<file path="src/rtl/atomrvcore_iccm_loader.sv">
// ---------------------------------------------------------------------------
// atomrvcore_iccm_loader
//
// Boot-time ICCM writer. It consumes a byte stream over a valid/ready
// handshake. The stream is a 4-byte little-endian word count N followed by
// N little-endian 32-bit words. Each assembled word is written into the ICCM
// write port as a one-cycle IWR_EN_o pulse. The fetch unit's PC reset is held
// asserted until the last word has been written.
//
// Ports
//   clk_i         core clock, rising edge
//   rst_i         synchronous active-high reset
//   byte_i        stream byte
//   byte_valid_i  byte_i is valid
//   byte_ready_o  loader accepts byte_i this cycle (HDR / LOAD only)
//   DATA_o        word to ICCM DATA_i (holds last written word)
//   address_o     byte address to ICCM address_i (holds last written address)
//   IWR_EN_o      ICCM write enable, one pulse per word
//   PCrst_o       fetch-unit PC reset, high until the load completes
//   done_o        load finished successfully (sticky until reset)
//   err_o         header count exceeded DEPTH (sticky until reset)
// ---------------------------------------------------------------------------
module atomrvcore_iccm_loader #(
    parameter int                  DATAWIDTH = 32,
    parameter logic [DATAWIDTH-1:0] BASE_ADDR = '0,
    parameter int                  DEPTH     = 1024
) (
    input  logic                 clk_i,
    input  logic                 rst_i,
    input  logic [7:0]           byte_i,
    input  logic                 byte_valid_i,
    output logic                 byte_ready_o,
    output logic [DATAWIDTH-1:0] DATA_o,
    output logic [DATAWIDTH-1:0] address_o,
    output logic                 IWR_EN_o,
    output logic                 PCrst_o,
    output logic                 done_o,
    output logic                 err_o
);

    localparam logic [31:0] DEPTH_W = 32'(DEPTH);

    typedef enum logic [2:0] {
        S_HDR   = 3'd0,
        S_LOAD  = 3'd1,
        S_WRITE = 3'd2,
        S_DONE  = 3'd3,
        S_ERR   = 3'd4
    } state_t;

    state_t                 state_q, state_d;
    logic [1:0]             lane_q,  lane_d;
    logic [23:0]            asm_q,   asm_d;    // first three bytes of the current header/word
    logic [31:0]            n_q,     n_d;      // declared word count
    logic [31:0]            wcnt_q,  wcnt_d;   // words written so far
    logic [DATAWIDTH-1:0]   data_q,  data_d;
    logic [DATAWIDTH-1:0]   addr_q,  addr_d;

    logic        accept;
    logic [31:0] full_word;
    logic [31:0] wcnt_inc;

    assign byte_ready_o = (state_q == S_HDR) || (state_q == S_LOAD);
    assign accept       = byte_valid_i && byte_ready_o;

    // Bytes are shifted in from the top, so after three bytes asm_q holds
    // {b2,b1,b0} and the fourth byte completes the little-endian word.
    assign full_word    = {byte_i, asm_q};
    assign wcnt_inc     = wcnt_q + 32'd1;

    always_comb begin
        state_d = state_q;
        lane_d  = lane_q;
        asm_d   = asm_q;
        n_d     = n_q;
        wcnt_d  = wcnt_q;
        data_d  = data_q;
        addr_d  = addr_q;

        case (state_q)
            S_HDR: begin
                if (accept) begin
                    lane_d = lane_q + 2'd1;
                    asm_d  = {byte_i, asm_q[23:8]};
                    if (lane_q == 2'd3) begin
                        n_d = full_word;
                        if (full_word == 32'd0) begin
                            state_d = S_DONE;
                        end else if (full_word > DEPTH_W) begin
                            state_d = S_ERR;
                        end else begin
                            state_d = S_LOAD;
                        end
                    end
                end
            end

            S_LOAD: begin
                if (accept) begin
                    lane_d = lane_q + 2'd1;
                    asm_d  = {byte_i, asm_q[23:8]};
                    if (lane_q == 2'd3) begin
                        // Present the word and its address for the whole WRITE
                        // cycle; both registers then hold until the next word.
                        data_d  = DATAWIDTH'(full_word);
                        addr_d  = BASE_ADDR + DATAWIDTH'({wcnt_q[29:0], 2'b00});
                        state_d = S_WRITE;
                    end
                end
            end

            S_WRITE: begin
                wcnt_d  = wcnt_inc;
                state_d = (wcnt_inc == n_q) ? S_DONE : S_LOAD;
            end

            S_DONE: state_d = S_DONE;

            S_ERR:  state_d = S_ERR;

            default: state_d = S_HDR;
        endcase
    end

    always_ff @(posedge clk_i) begin
        if (rst_i) begin
            state_q <= S_HDR;
            lane_q  <= '0;
            asm_q   <= '0;
            n_q     <= '0;
            wcnt_q  <= '0;
            data_q  <= '0;
            addr_q  <= BASE_ADDR;
        end else begin
            state_q <= state_d;
            lane_q  <= lane_d;
            asm_q   <= asm_d;
            n_q     <= n_d;
            wcnt_q  <= wcnt_d;
            data_q  <= data_d;
            addr_q  <= addr_d;
        end
    end

    // A reset arriving during WRITE must suppress the pulse in that cycle.
    assign IWR_EN_o  = (state_q == S_WRITE) && !rst_i;
    assign DATA_o    = data_q;
    assign address_o = addr_q;
    assign PCrst_o   = (state_q != S_DONE);
    assign done_o    = (state_q == S_DONE);
    assign err_o     = (state_q == S_ERR);

endmodule

</file>
<file path="config.mk">
export PLATFORM = sky130hd
export DESIGN_NAME = atomrvcore_iccm_loader
export DESIGN_NICKNAME = d
export VERILOG_FILES = /design/src/rtl/atomrvcore_iccm_loader.sv
export SDC_FILE = /design/constraint.sdc
export NUM_CORES = 1
export LEC_CHECK = 0
export BUFFER_PORTS_ARGS = -buffer_cell sky130_fd_sc_hd__buf_4
export CAP_MARGIN = 5
export CELL_PAD_IN_SITES_DETAIL_PLACEMENT = 0
export CELL_PAD_IN_SITES_GLOBAL_PLACEMENT = 1
export CORE_ASPECT_RATIO = 0.9
export CORE_MARGIN = 5
export CORE_UTILIZATION = 40
export DETAILED_ROUTE_END_ITERATION = 16
export GPL_ROUTABILITY_DRIVEN = 0
export PLACE_DENSITY_LB_ADDON = 0.25
export RECOVER_POWER = 50
export SLEW_MARGIN = 20
export SYNTH_ARGS = -nofsm -noshare
export SYNTH_HDL_FRONTEND = slang
export SYNTH_SLANG_ARGS = --single-unit
</file>
<file path="constraint.sdc">
create_clock -name clk_i -period 5.74 [get_ports clk_i]
set_input_delay 0.861 -clock clk_i [delete_from_list [all_inputs] [get_ports clk_i]]
set_output_delay 0.861 -clock clk_i [all_outputs]
set_load 0.01 [all_outputs]
</file>
==> impl_metrics.toml <==
[sta]
finClkSkew_ps = 7.46
tightest_slew_ps = 2100
max_slew_margin_pct = -39.9
finalHoldViolCount = 0
fmax_mhz = 281
setup-tns-final_ps = 0
fin_worst_hold_slack_ps = 452
setup_viol_count_final = 0
grt_setup_unrepaired = "no"
min_period_over_period_pct = 61.9
final_period_minus_worst_setup_slack_ps = 3550
timing.final.max_slew_violations = 49

[clock_network]
numCtsBuffers = 17
cell_chosen_for_the_clock_root = "sky130_fd_sc_hd__clkbuf_16"
cts_tree = "yes"
postCtsResizedCells = 0
cts_max_path_buffers = 2
h-tree-depth = 4
postCtsHoldBufs = 0
clk_latency_ps = 430
clk_transition_reported_paths_ps = 60
cts_post_setup_buffers_inserted = 0
clkSinkCount = 155

[power_and_ir_drop]
p_leak_nw = 2.48
power_mw = 2.25
pwr_density_cell_nw_per_um2 = 289
vdd.ir_drop.worst_mv = 0.204

[floorplanning]
rows = 45
floorplan.initialDensity_pct = 40.7
i_o_pins = 80
floorplan.die_area_um2 = 19800
width_of_the_chip_um = 148
core_area_um2 = 16800
die_height_um = 134

[logic_synthesis]
synthCells = 897
synthesis.area_um2 = 6850
seq_area_frac_synth_pct = 45.3
postSynthAreaPerCell_um2 = 7.64
ys_top_cells_by_area = "sky130_fd_sc_hd__dfxtp_1, sky130_fd_sc_hd__nand2_1, sky130_fd_sc_hd__a21oi_1, sky130_fd_sc_hd__xnor2_1, sky130_fd_sc_hd__xor2_1"
yosys_most_used_dff = "sky130_fd_sc_hd__dfxtp_1"
yosysTopAreaCellShare_pct = 45.3
number_of_synthesized_flops_with_an_enable_pin = 0
synth.ff_latch_count = 155
post-synth-top-area-cell = "sky130_fd_sc_hd__dfxtp_1"
synth.distinct_cells = 52
synth_warnings = 0
synth_async_sr_flop_share_pct = 0

[grt]
grt_pass1_vias = 5717
antenna_violations_before_repair = 0
grt_max_degree = 109
globalRoute.totalOverflow = 0
grtUsageTotal_pct = 19.3
global_route_wire_length_before_repair_mm = 30.6

[route]
drt-pass1-iter-count = 5
detail_route.drc_violations = 0
route.detailed.vias_per_inst = 5.25
final_antenna_net_count = 0
wire_per_inst_um = 16.1
via_count = 6046
drt_wl_total_mm = 18.6
starting_drc_count_in_detailed_routing = 398

[final_layout]
commonest_non_fill_non_tap_cell_in_the_layout = "sky130_fd_sc_hd__nand2_1"
ff_latch_area_um2 = 3100
final_cell_mix = "sky130_fd_sc_hd__nand2_1, sky130_fd_sc_hd__dfxtp_1, sky130_fd_sc_hd__a21oi_1"
net_count_of_the_finished_layout = 940
n_antenna_cell = 0
fillCellCount = 1773
multi_input_comb_area_um2 = 3450
final_layout_size_suffix_gt1_share_pct = 5.85
area_growth_pct = 13.3

[status]
violated_checks = "max-capacitance violations, max-slew violations"
status = "finished with violations"

[placement]
detailed_place_hpwl_mm = 12.7
portBuffers = 77

[worst_setup_path]
start_kind = "input port"
crit_path_max_fo = 48
critical_path_class = "in -> out"
worst_ep_required_time_ps = 4880
timing.critical_path.to_type = "output port"
cp_data_arrival_time_ps = 2690

[min_path]
hold_class = "reg -> reg"

[run]
max-cap-violations = 1
[layer usage]
layer | vias to the layer above | GRT usage, % | wire length (um)
met5 | - | 0 | 0
met4 | 0 | 7.54 | 406
met3 | 27 | 4.22 | 932
met2 | 130 | 29.2 | 8340
met1 | 2814 | 26.9 | 8910
li1 | 3075 | - | -
[critical path: stages]
cell	delay, ps
sky130_fd_sc_hd__clkbuf_1	1460
sky130_fd_sc_hd__nor2_1	120
sky130_fd_sc_hd__buf_4	230
[power by group]
part           leakage (nW)  internal [mW]  switching [mW]
combinational         0.961         0.0154          0.0413
clock                 0.269          0.626           0.467
sequential             1.25           1.08          0.0131
total                  2.48           1.72           0.522
[cell type report]
type | instances | share of cell area (%)
sequential | 155 | 40.0
clock inverter | 11 | 1.43
clock buffer | 21 | 5.93
multi-input combinational | 667 | 44.4
inverter | 6 | 0.290
tap | 211 | 3.40
timing repair buffer | 80 | 4.54
[state kept, by name, indices dropped and copies added (netlist names)]
| name | count |
|---|---|
| state_q | 3 |
| DATA_o | 32 |
| wcnt_q | 32 |
| address_o | 30 |
| asm_q | 24 |
| n_q | 32 |
| lane_q | 2 |
[per-stage QoR]
| stage | instances | cell area, um2 | util (%) | setup slack (ps) |
|---|---|---|---|---|
| floorplan | 898 | 6860 | - | 3090 |
| global placement | 1119 | 7440 | 44.2 | 2400 |
| detailed placement | 1119 | 7440 | 44.2 | 2440 |
| CTS | 1151 | 8010 | 47.6 | 2660 |
| global route | 1151 | 7770 | 46.1 | 1960 |
| finish | 1151 | 7770 | 46.1 | 2190 |
[Yosys cell counts (3+ instances only)]
cell and count:
sky130_fd_sc_hd__a211oi_1 3, sky130_fd_sc_hd__a21oi_1 134, sky130_fd_sc_hd__a31oi_1 6, sky130_fd_sc_hd__and2_1 3, sky130_fd_sc_hd__and3_1 3, sky130_fd_sc_hd__and4_1 4, sky130_fd_sc_hd__buf_1 3, sky130_fd_sc_hd__buf_2 5
sky130_fd_sc_hd__buf_4 7, sky130_fd_sc_hd__clkbuf_1 55, sky130_fd_sc_hd__dfxtp_1 155, sky130_fd_sc_hd__inv_1 6, sky130_fd_sc_hd__mux2i_1 3, sky130_fd_sc_hd__nand2_1 265, sky130_fd_sc_hd__nand2b_1 3, sky130_fd_sc_hd__nand3_1 17
sky130_fd_sc_hd__nand4_1 15, sky130_fd_sc_hd__nor2_1 45, sky130_fd_sc_hd__nor3_1 20, sky130_fd_sc_hd__nor4_1 19, sky130_fd_sc_hd__o21ai_0 13, sky130_fd_sc_hd__or3_1 9, sky130_fd_sc_hd__or4_1 7, sky130_fd_sc_hd__xnor2_1 34
sky130_fd_sc_hd__xor2_1 29
[final timing paths]
| kind | slack [ps] | to | start | cells past startpoint |
|---|---|---|---|---|
| setup / recovery | 2190 | IWR_EN_o | rst_i | 3 |
| hold / removal | 450 | address_o[8] | address_o[8] | 2 |
| setup reg to reg | 2630 | state_q[1] | wcnt_q[0] | 8 |
| hold reg to reg | 450 | address_o[8] | address_o[8] | 2 |
[cells by family after synthesis]
| kind of cell | after synthesis | synth area share (%) |
|---|---|---|
| XOR/XNOR | 63 | 8.05 |
| multiplexers | 3 | 0.438 |
| adder cells (fa/ha/maj) | 2 | 0.365 |
| buffers and inverters | 76 | 4.64 |
| AND/OR/NAND/NOR | 427 | 27.9 |
| flip-flops | 155 | 45.3 |
| other | 1 | 0.0547 |
| AO/OA/AOI/OAI | 170 | 13.2 |
No activity file was read; power rests on OpenSTA's default activity.
